`src/rtl/status_led_ctrl_if.sv`:
```
// Control/status bundle between the board top level and status_led_ctrl.
// master drives modes, events and brightness; slave returns LED drive and the timebase.
interface status_led_ctrl_if #(
  parameter int NUM_LEDS = 2
);
  logic [2*NUM_LEDS-1:0] mode;
  logic [NUM_LEDS-1:0]   act_evt;
  logic [4*NUM_LEDS-1:0] brightness;
  logic [NUM_LEDS-1:0]   led;
  logic                  tick_1ms;
  logic                  tick_1s;
  logic [31:0]           uptime_sec;

  modport master (
    output mode, act_evt, brightness,
    input  led, tick_1ms, tick_1s, uptime_sec
  );

  modport slave (
    input  mode, act_evt, brightness,
    output led, tick_1ms, tick_1s, uptime_sec
  );
endinterface

```
`src/rtl/status_led_ctrl.sv`:
```
// Multi-channel status LED driver with 1 ms / 1 s timebase and seconds uptime counter.
// Optional per-channel PWM dimming is built only when STATUS_LED_PWM_EN is defined.
module status_led_ctrl #(
  parameter int CLK_FREQ_HZ   = 125000000,
  parameter int NUM_LEDS      = 2,
  parameter bit ACTIVE_LOW    = 1'b1,
  parameter int BLINK_HALF_MS = 500,
  parameter int STRETCH_MS    = 50
) (
  input logic               clk,
  input logic               rst_n,
  status_led_ctrl_if.slave  bus
);

  localparam int PRESC_N = CLK_FREQ_HZ / 1000;
  localparam int PW      = $clog2(PRESC_N);
  localparam logic [PW-1:0]       PRESC_LAST   = PW'(PRESC_N - 1);
  localparam logic [15:0]         BLINK_LAST   = 16'(BLINK_HALF_MS - 1);
  localparam logic [15:0]         STRETCH_LOAD = 16'(STRETCH_MS);
  localparam logic [NUM_LEDS-1:0] UNLIT        = ACTIVE_LOW ? {NUM_LEDS{1'b1}} : {NUM_LEDS{1'b0}};

  logic [PW-1:0]               presc_p1;
  logic [9:0]                  ms_p1;
  logic                        tick_ms_p1;
  logic                        tick_s_p1;
  logic [31:0]                 uptime_p1;
  logic [15:0]                 blink_p1;
  logic                        phase_p0;
  logic                        phase_p1;
  logic [NUM_LEDS-1:0][15:0]   stretch_p0;
  logic [NUM_LEDS-1:0][15:0]   stretch_p1;
  logic [NUM_LEDS-1:0]         lit_p0;
  logic [NUM_LEDS-1:0]         gate_p0;
  logic [NUM_LEDS-1:0]         led_p1;

  // Timebase: prescaler -> registered 1 ms tick -> ms counter -> 1 s tick -> uptime
  always_ff @(posedge clk or negedge rst_n) begin
    if (!rst_n) begin
      presc_p1   <= '0;
      ms_p1      <= '0;
      tick_ms_p1 <= 1'b0;
      tick_s_p1  <= 1'b0;
      uptime_p1  <= '0;
      blink_p1   <= '0;
      phase_p1   <= 1'b0;
    end else begin
      tick_ms_p1 <= (presc_p1 == PRESC_LAST);
      tick_s_p1  <= (presc_p1 == PRESC_LAST) && (ms_p1 == 10'd999);
      presc_p1   <= (presc_p1 == PRESC_LAST) ? '0 : presc_p1 + 1'b1;
      if (tick_ms_p1) begin
        ms_p1    <= (ms_p1 == 10'd999) ? '0 : ms_p1 + 1'b1;
        blink_p1 <= (blink_p1 == BLINK_LAST) ? '0 : blink_p1 + 1'b1;
      end
      if (tick_s_p1) uptime_p1 <= uptime_p1 + 1'b1;
      phase_p1 <= phase_p0;
    end
  end

  assign phase_p0 = phase_p1 ^ (tick_ms_p1 && (blink_p1 == BLINK_LAST));

  // LED drive follows the next-state values so mode/event changes land in one cycle
  always_comb begin
    stretch_p0 = stretch_p1;
    lit_p0     = '0;
    for (int i = 0; i < NUM_LEDS; i++) begin
      if (bus.mode[2*i +: 2] != 2'd3)
        stretch_p0[i] = '0;
      else if (bus.act_evt[i])
        stretch_p0[i] = STRETCH_LOAD;
      else if (tick_ms_p1 && (stretch_p1[i] != '0))
        stretch_p0[i] = stretch_p1[i] - 1'b1;

      case (bus.mode[2*i +: 2])
        2'd0:    lit_p0[i] = 1'b0;
        2'd1:    lit_p0[i] = 1'b1;
        2'd2:    lit_p0[i] = phase_p0;
        default: lit_p0[i] = (stretch_p0[i] != '0);
      endcase
    end
  end

`ifdef STATUS_LED_PWM_EN
  logic [3:0] pwm_p1;

  always_ff @(posedge clk or negedge rst_n) begin
    if (!rst_n) pwm_p1 <= '0;
    else        pwm_p1 <= pwm_p1 + 1'b1;
  end

  always_comb begin
    gate_p0 = '0;
    for (int i = 0; i < NUM_LEDS; i++)
      gate_p0[i] = (pwm_p1 < bus.brightness[4*i +: 4]);
  end
`else
  logic unused_brightness;
  assign unused_brightness = ^bus.brightness;
  assign gate_p0           = '1;
`endif

  always_ff @(posedge clk or negedge rst_n) begin
    if (!rst_n) begin
      stretch_p1 <= '0;
      led_p1     <= UNLIT;
    end else begin
      stretch_p1 <= stretch_p0;
      led_p1     <= (lit_p0 & gate_p0) ^ UNLIT;
    end
  end

  assign bus.led        = led_p1;
  assign bus.tick_1ms   = tick_ms_p1;
  assign bus.tick_1s    = tick_s_p1;
  assign bus.uptime_sec = uptime_p1;

endmodule

```
`src/flat_wrapper.sv`:
```
// flat-port wrapper written by rule: the top's interface ports become plain ports
module status_led_ctrl_flat 
#(
  parameter int CLK_FREQ_HZ   = 125000000,
  parameter int NUM_LEDS      = 2,
  parameter bit ACTIVE_LOW    = 1'b1,
  parameter int BLINK_HALF_MS = 500,
  parameter int STRETCH_MS    = 50
)
  (clk, rst_n, bus_mode, bus_act_evt, bus_brightness, bus_led, bus_tick_1ms, bus_tick_1s, bus_uptime_sec);
  status_led_ctrl_if #(.NUM_LEDS(NUM_LEDS)) bus_i ();
  input logic clk;
  input logic rst_n;
  input wire logic [$bits(bus_i.mode)-1:0] bus_mode;
  input wire logic [$bits(bus_i.act_evt)-1:0] bus_act_evt;
  input wire logic [$bits(bus_i.brightness)-1:0] bus_brightness;
  output wire logic [$bits(bus_i.led)-1:0] bus_led;
  output wire logic [$bits(bus_i.tick_1ms)-1:0] bus_tick_1ms;
  output wire logic [$bits(bus_i.tick_1s)-1:0] bus_tick_1s;
  output wire logic [$bits(bus_i.uptime_sec)-1:0] bus_uptime_sec;
  assign bus_i.mode = bus_mode;
  assign bus_i.act_evt = bus_act_evt;
  assign bus_i.brightness = bus_brightness;
  assign bus_led = bus_i.led;
  assign bus_tick_1ms = bus_i.tick_1ms;
  assign bus_tick_1s = bus_i.tick_1s;
  assign bus_uptime_sec = bus_i.uptime_sec;
  status_led_ctrl #(.CLK_FREQ_HZ(CLK_FREQ_HZ), .NUM_LEDS(NUM_LEDS), .ACTIVE_LOW(ACTIVE_LOW), .BLINK_HALF_MS(BLINK_HALF_MS), .STRETCH_MS(STRETCH_MS)) u_core (.clk(clk), .rst_n(rst_n), .bus(bus_i));
endmodule
```
`config.mk`:
```
export PLATFORM = sky130hd
export DESIGN_NAME = status_led_ctrl_flat
export DESIGN_NICKNAME = d
export VERILOG_FILES = /design/src/rtl/status_led_ctrl_if.sv /design/src/rtl/status_led_ctrl.sv /design/src/flat_wrapper.sv
export SDC_FILE = /design/constraint.sdc
export NUM_CORES = 1
export LEC_CHECK = 0
export ABC_CLOCK_PERIOD_IN_PS = 3000
export BUFFER_PORTS_ARGS = -buffer_cell sky130_fd_sc_hd__buf_2
export CORE_ASPECT_RATIO = 1.2
export CORE_MARGIN = 5
export CORE_UTILIZATION = 40
export DETAILED_ROUTE_END_ITERATION = 10
export MAX_ROUTING_LAYER = met4
export PLACE_DENSITY = 0.67
export SYNTH_ARGS = -nofsm -noshare
export SYNTH_HDL_FRONTEND = slang
export SYNTH_SLANG_ARGS = --single-unit
```
`constraint.sdc`:
```
create_clock -name clk -period 3 [get_ports clk]
set_input_delay 0.15 -clock clk [delete_from_list [all_inputs] [get_ports clk]]
set_output_delay 0.15 -clock clk [all_outputs]
set_load 0.02 [all_outputs]
```
Yosys cells after proc, flatten, opt, wreduce, memory -nomap -nowiden
Cells that the tools add are included.
{ "totals": {"ff_bits": 112, "latchBits": 0, "ramBits": 0, "rom_bits": 0, "inputBits": 16, "output_inout_bits": 36, "wordCells": 48, "n_memories": 0} }
{ "op_classes": {"addsub": 6, "mul": 0, "div": 0, "magnitude_cmp": 0, "n_eq_ne": 9, "shifts": 0, "muxes": 11, "bitwise": 2, "n_reduce_logical": 10} }
{ "ops": {"columns": ["op", "count"], "rows": [
  ["2-to-1 mux 16 bit", 7],
  ["nonzero test 16 bit", 4],
  ["adder 32 x 1 -> 32 bit (second input constant)", 1],
  ["subtractor 16 x 1 -> 16 bit (second input constant)", 2],
  ["adder 17 x 1 -> 17 bit (second input constant)", 1],
  ["== test 17 bit (second input constant)", 1],
  ["2-to-1 mux 17 bit", 1],
  ["adder 16 x 1 -> 16 bit (second input constant)", 1],
  ["== test 16 x 9 -> 1 bit (second input constant)", 1],
  ["adder 10 x 1 -> 10 bit (second input constant)", 1],
  ["== test 10 bit (second input constant)", 1],
  ["2-to-1 mux 10 bit", 1],
  ["one-hot mux 1 bit (3 select lines)", 2],
  ["== test 2 x 1 -> 1 bit (second input constant)", 2],
  ["== test 2 bit (second input constant)", 2],
  ["logical AND 1 bit", 4],
  ["logical NOT 2 bit", 2],
  ["inequality test 2 bit (second input constant)", 2],
  ["inverter 2 bit", 1],
  ["bitwise XOR 1 bit", 1]
]} }

Depth between registers and ports, before layout
Gate-level depths: netlist of run 1.
{ "logic_depth": {"ltp_word": 8, "mapped_depth": 9, "ltp_nobuf": 9} }

Worst setup path after synthesis of run 1
No wires, ideal clock.
{ "synth_timing": {"kind": "register -> register", "from": "register u_core.stretch_p1[0] in the netlist's numbering", "to": "register u_core.led_p1[0], in the netlist u_core.bus.led[0]", "setup_ps": 59, "arrival_ps": 2160, "required_ps": 2941, "setup_slack_ps": 780, "path_stages_with_launch": 10, "path_buffers": 0, "period_less_slack_ps": 2220, "path_cell_list": "dfrtp_1 > inv_1 > ha_1 > nor3b_1 > nand4_2 > o21ai_0 > nand3_1 > or3_1 > nor4b_1 > a31o_2"} }
{ "synth_between": {"elab_chain_cells": 8, "elab_cells_between_ends": 9, "cone_classes": "add/sub (1); mux (4); bitwise (1); reduce/logical (3)"} }
{ "synth_lines": {"columns": ["item", "line", "rtl"], "rows": [
  ["from (decl)", "status_led_ctrl.sv:31", "logic [NUM_LEDS-1:0][15:0] stretch_p1;"],
  ["from (signal assigned)", "status_led_ctrl.sv:106", "stretch_p1 <= stretch_p0;"],
  ["branches (longest 2 deep; another with subtractor 16 x 1 -> 16 bit)", null, null],
  ["2-to-1 mux 16 bit (*)", "status_led_ctrl.sv:70", "else if (tick_ms_p1 && (stretch_p1[i] != '0))"],
  ["2-to-1 mux 16 bit (*)", "status_led_ctrl.sv:68", "else if (bus.act_evt[i])"],
  ["2-to-1 mux 16 bit (*)", "status_led_ctrl.sv:66", "if (bus.mode[2*i +: 2] != 2'd3)"],
  ["nonzero test 16 bit (*)", "status_led_ctrl.sv:77", "default: lit_p0[i] = (stretch_p0[i] != '0);"],
  ["one-hot mux 1 bit (3 select lines) (*)", "status_led_ctrl.sv:73", "case (bus.mode[2*i +: 2])"],
  ["inverter 2 bit (no line) (*)", null, null],
  ["to (signal assigned)", "status_led_ctrl.sv:107", "led_p1 <= (lit_p0 & gate_p0) ^ UNLIT;"],
  ["to (decl)", "status_led_ctrl.sv:34", "logic [NUM_LEDS-1:0] led_p1;"]
]} }
Every way passes the cells marked *.
A chain may end at the register's enable or synchronous reset.

Worst setup path after layout of run 1
Same ends and word-level chain as after synthesis.

==> results of run 1 <==
power breakdown:
part | internal (uW) | switching [uW] | total (uW)
combinational | 28.7 | 65.1 | 93.8
sequential | 1520 | 4.50 | 1520
clock | 559 | 522 | 1080
total | 2100 | 591 | 2690
critical path, delay by kind of cell, from the launching register on:
| family | cells | cell delay, ns |
|---|---|---|
| buffers and inverters | 1 | 0.13 |
| and+or+nand+nor | 5 | 1.40 |
| adders and majority gates | 1 | 0.16 |
| DFF | 1 | 0.39 |
| AOI/OAI and AO/OA | 2 | 0.53 |
through the flow:
step           total power, uW  setup WS (ns)  area [um2]
2_1_floorplan             1592         0.7804        5344
3_3_place_gp              1643         0.4007        5788
3_5_place_dp              1645         0.3577        5788
4_1_cts                   2750         0.3404        6060
5_1_grt                   2826        0.03577        6060
6_report                  2695         0.3452        6060
Yosys cell counts (2+ instances only):
master	number	area, um2
or4_1	3	22.52
nor2b_1	5	31.28
and2_1	3	18.77
or3_1	5	31.28
or2_2	5	31.28
nand4b_1	2	17.52
xor2_1	39	341.6
mux2_2	2	22.52
a31oi_1	3	18.77
nor4b_1	4	35.03
nand3b_1	3	22.52
nor4_2	2	25.02
dfstp_2	2	52.55
nand4_1	21	131.4
inv_1	8	30.03
and3_1	15	93.84
xnor2_1	55	481.7
clkbuf_1	6	22.52
dfrtp_1	110	2753
a21oi_1	8	40.04
nand2_1	46	172.7
ha_1	8	100.1
and4_1	5	43.79
nor4_1	13	81.33
mux2i_1	2	20.02
nand3_1	28	140.1
o21ai_0	3	15.01
nor3_1	15	75.07
nand2b_1	2	12.51
nor2_1	78	292.8
final timing paths:
kind	end	cells after the start
setup / recovery	u_core.bus.led[0]	9
hold / removal	u_core.stretch_p1[17]	3
setup reg to reg	u_core.bus.led[0]	9
hold reg to reg	u_core.bus.uptime_sec[31]	1
max in group asynchronous	u_core.bus.led[1]	3
min in group asynchronous	u_core.bus.uptime_sec[3]	2
layer usage:
layer | wire, um | vias up | share of wire | global-route usage
met1 | 4487 | 1899 | 0.45 | 0.1690
met3 | 279 | 16 | 0.028 | 0.02919
met5 | 0 | - | 0 | -
li1 | - | 1892 | - | -
met2 | 4986 | 48 | 0.50 | 0.2275
met4 | 167 | 0 | 0.017 | 0.05284
kinds of logic after synthesis:
logic type | after synthesis
simple gates | 264
flops | 112
xor+xnor | 94
compound gates | 22
buf+inv | 15
fa+ha+maj | 8
mux | 4
flip-flops by register name, summed over array words and instances (netlist names):
signal,cells
u_core.ms_p1,10
u_core.blink_p1,16
u_core.bus.tick_1s,1
u_core.bus.uptime_sec,32
u_core.presc_p1,17
u_core.phase_p1,1
u_core.bus.led,2
u_core.bus.tick_1ms,1
u_core.stretch_p1,32
final cells by class:
| type | instances | area [um2] |
|---|---|---|
| clock buffers | 10 | 229.0 |
| clock inverters | 4 | 32.53 |
| fillers | 1238 | 7121 |
| inverters | 8 | 30.03 |
| multi-input cells | 392 | 2482 |
| flip-flops and latches | 112 | 2805 |
| well taps | 168 | 210.2 |
| repair buffers | 48 | 270.3 |
what timing repair did:
item | CTS | global route
resized for setup | 0 | 0
hold endpoints to repair | 66 | 0
hold buffers | 1 | 0
==> key figures, run 1 <==
Floorplan
  – Initial core utilization: 0.4054
  – Die X: 115.5 um
  – Die height: 136.6 um
  – DIE AREA: 0.01578 mm2
  – Num rows: 46
  – Top-Level Pins: 52
  – Area of the core: 0.01318 mm2

Synth
  – Warnings, synthesis: 0
  – Synthesized Nets: 543
  – EDFF count, synth: 0
  – Post-Synthesis Cells: 519
  – Combinational family with the most area after synthesis: simple AND/OR/NAND/NOR gates
  – Compound-gate portion of the synthesized area: 0.02505
  – Adder-cell area share of the yosys netlist: 0.01873
  – Post-Syn Area per Cell: 10.30 um2
  – Post-synthesis register bit count: 112
  – Synth Flop Type: dfrtp_1
  – Synth unique cells: 48
  – Synth Area in Simple Gates: 0.2587
  – Post-synthesis xor/xnor area fraction: 0.1541
  – Post-Syn Area: 0.005344 mm2
  – Ys async rst share: 1.000
  – Mux share of post-synthesis cell area: 0.007961
  – Sequential fraction of the synthesis area: 0.5249

Route
  – Drt pass-1 iters: 4
  – Drt total wl: 9920 um
  – Vias/cell: 5.195
  – Wirelength per Cell: 13.37 um
  – DRC: 0
  – Final ANT Viol Nets: 0
  – DR vias: 3855
  – DR iter-0 viols: 165

CTS
  – CTS tree: done
  – Post-CTS setup buffers: 0
  – CTS Buf Count: 9
  – Clk root buf: clkbuf_16
  – Bufs on Longest Clock Path: 2
  – Clock latency on the worst-skew pair: 0.35 ns
  – TritonCTS sink count: 112
  – H-tree levels: 3
  – Clk slew on worst S/H paths: 0.07 ns

Setup path
  – Worst path max stage delay: 0.39 ns
  – CP max stage cell: dfrtp_1
  – Worst R2R Setup Slack: 0.35 ns
  – Worst path required time: 3.29 ns
  – Worst-path cell chain: inv_1, ha_1, nor3b_1, nand4_2, o21ai_0, nand3_1, or3_1, nor4b_1, a31o_2
  – Critical R2R Launch: u_core.stretch_p1[0]
  – Setup crit start: u_core.stretch_p1[0]
  – Crit path max fanout: 9
  – Worst EP arrival: 2.94 ns
  – Worst Setup End Kind: flop
  – Crit Path Class: flop to flop
  – Critical path startpoint category: flop

Finish
  – Most frequent cells in the layout: 110 x dfrtp_1, 78 x nor2_1, 55 x xnor2_1
  – Non-Filler Instances: 742
  – Layout area overhead: 13.39%
  – Final net count: 595
  – Commonest non-fill, non-tap cell in the layout: dfrtp_1
  – Final core utilization: 0.4597
  – Layout cells sized above 1: 0.1341
  – Antenna Cells: 0

GRT
  – Vias in the first global route: 3753
  – Grt total ovfl: 0
  – Initial antenna violation count: 0
  – Pin count of the biggest net entering global routing: 68
  – Global Route Usage Sum: 0.1390
  – Global-route wire length before repair: 17280 um

Timing
  – Max-slew violation count: 0
  – Hold Vio Cnt, Final: 0
  – Rel. slew slack: 0.4431
  – Min Clock Period, post-route: 2.655 ns
  – Final setup fails: 0
  – Worst-Margin Slew: 0.8354 ns
  – Maximum clock rate: 0.3767 GHz
  – Setup Skew: 0.01233 ns
  – Final setup TNS: 0 ns
  – Final period utilization: 0.8849
  – Worst Hold Margin: 0.05400 ns
  – RSZ-0062 raised after global routing: false

Place
  – Hpwl dp: 7238 um
  – Placed Cells incl. Taps: 727
  – Buffers on Ports: 43
  – Placer Congestion: 0.8713

Worst hold path
  – HP Start: bus_act_evt[1]
  – Tightest Hold Check Type: input port to flop

Pwr
  – Maximum vdd drop: 0.2283 mV
  – Power Density: 444.7 mW/mm2
  – Pleak: 0.002830 uW

Outcome
  – Outcome: finished clean

Flow run
  – Max cap viols: 0
No activity file was read; power rests on OpenSTA's default activity.
==> run 2, diff against run 1 <==
--- a/config.mk
+++ b/config.mk
@@ -10,6 +10,7 @@
 export CORE_ASPECT_RATIO = 1.2
 export CORE_MARGIN = 5
 export CORE_UTILIZATION = 40
+export CTS_BUF_LIST = sky130_fd_sc_hd__clkbuf_16
 export DETAILED_ROUTE_END_ITERATION = 10
 export MAX_ROUTING_LAYER = met4
 export PLACE_DENSITY = 0.67
==> run 2 against run 1 <==
  * Clock skew about the same
  * Utilization unchanged
  * Maximum frequency unchanged
  * Non-clock buffer count unchanged
  * Critical endpoint unchanged
  * Critical path type unchanged
  * Sequential cell count unchanged
  * Via count down 0.18%
  * Setup slack unchanged
==> key figures, run 2 (synthesized netlist as in run 1, its figures left out) <==
Outcome
  – Outcome: finished clean

Pwr
  – Power Density: 444.2 mW/mm2
  – Pleak: 0.002834 uW
  – Total power: 2692 uW
  – Maximum vdd drop: 0.2248 mV

GRT
  – Grt total ovfl: 0
  – Global-route wire length before repair: 17280 um
  – Vias in the first global route: 3753
  – Global Route Usage Sum: 0.1390
  – Pin count of the biggest net entering global routing: 68
  – Initial antenna violation count: 0

CTS
  – Bufs on Longest Clock Path: 2
  – Clk slew on worst S/H paths: 0.07 ns
  – TritonCTS sink count: 112
  – CTS Hold Buffers Added: 1
  – Post-CTS setup buffers: 0
  – CTS Buf Count: 9
  – CTS tree: done
  – Clock latency on the worst-skew pair: 0.35 ns
  – Clk root buf: clkbuf_16
  – H-tree levels: 3
  – Post-CTS sizing: 0

Route
  – DR vias: 3848
  – Drt total wl: 9917 um
  – Drt pass-1 iters: 5
  – Wirelength per Cell: 13.37 um
  – Vias/cell: 5.186
  – Final ANT Viol Nets: 0
  – DRC: 0
  – DR iter-0 viols: 167

Flow run
  – Max cap viols: 0

Place
  – Placer Congestion: 0.8713
  – Buffers on Ports: 43
  – Hpwl dp: 7238 um

Setup path
  – Crit Path Class: flop to flop
  – Critical path startpoint category: flop
  – Crit path max fanout: 9
  – Worst EP arrival: 2.94 ns
  – Worst reg2reg path depth: 9
  – Worst Setup End Kind: flop
  – Critical R2R Launch: u_core.stretch_p1[0]
  – Worst path required time: 3.29 ns
  – Setup crit start: u_core.stretch_p1[0]

Floorplan
  – Area of the core: 0.01318 mm2
  – Top-Level Pins: 52
  – Num rows: 46
  – Die X: 115.5 um
  – Initial core utilization: 0.4054
  – Die height: 136.6 um
  – DIE AREA: 0.01578 mm2

Timing
  – Worst-Margin Slew: 0.8355 ns
  – Final period utilization: 0.8849
  – Hold Vio Cnt, Final: 0
  – RSZ-0062 raised after global routing: false
  – Final setup fails: 0
  – Setup Skew: 0.01234 ns
  – Max-slew violation count: 0
  – Maximum clock rate: 0.3767 GHz
  – Rel. slew slack: 0.4430
  – Final setup TNS: 0 ns
  – Min Clock Period, post-route: 2.655 ns
  – Worst Hold Margin: 0.05399 ns

Worst hold path
  – Tightest Hold Check Type: input port to flop
  – Hold Crit Depth: 3
  – HP Start: bus_act_evt[1]

Finish
  – Layout area overhead: 13.39%
  – Most frequent cells in the layout: 110 x dfrtp_1, 78 x nor2_1, 55 x xnor2_1
  – Layout fillers: 1238
  – Antenna Cells: 0
  – Final net count: 595
  – Commonest non-fill, non-tap cell in the layout: dfrtp_1
  – Layout cells sized above 1: 0.1341
==> run 2: cell types whose count changed in the layout (fill, tap and decap cells not counted), sizes merged <==
cell,change
clkbuf,-1
inv,+1
==> run 2: cell type report <==
cell class	count	area (um2)	share of cell area
clock buffers	9	225.2	0.03717
clock inverters	5	36.28	0.005988
inverters	8	30.03	0.004956
multi-input cells	392	2482	0.4097
flip-flops and latches	112	2805	0.4629
well taps	168	210.2	0.03469
repair buffers	48	270.3	0.04460
==> run 2: where the power goes <==
part | internal, uW | switching, uW | total, uW
clock | 556 | 522 | 1080
sequential | 1520 | 4.50 | 1520
combinational | 28.7 | 65.1 | 93.8
total | 2100 | 592 | 2690
==> run 2: worst max-delay path: stages (launching register included) <==
cell	delay (ns)
dfrtp_1	0.39
inv_1	0.13
ha_1	0.16
nor3b_1	0.34
nand4_2	0.31
o21ai_0	0.31
nand3_1	0.10
or3_1	0.31
nor4b_1	0.34
a31o_2	0.22
==> run 2: worst paths after layout <==
kind	to	slack, ns
worst min-delay path	u_core.stretch_p1[17]	0.05
worst max-delay path	u_core.bus.led[0]	0.35
max in group asynchronous	u_core.bus.led[1]	1.77
worst max register to register	u_core.bus.led[0]	0.35
min in group asynchronous	u_core.bus.uptime_sec[3]	0.45
worst min register to register	u_core.bus.uptime_sec[31]	0.46
==> run 2: through the flow <==
stage,std cells,setup slack (ns),instance area [um2],util
after floorplan,519,0.7804,5344,-
after global placement,727,0.4007,5788,0.4391
after detailed placement,727,0.3577,5788,0.4391
after CTS,742,0.3404,6060,0.4597
after global routing,742,0.03577,6060,0.4597
final,742,0.3452,6060,0.4597
==> run 2: per-layer routing <==
metal / vias up / global-route usage / part of all wire
li1: 1893 / - / -
met1: 1895 / 0.1690 / 0.45
met3: 16 / 0.02919 / 0.027
met2: 44 / 0.2275 / 0.50
met4: 0 / 0.05284 / 0.018
met5: - / - / 0
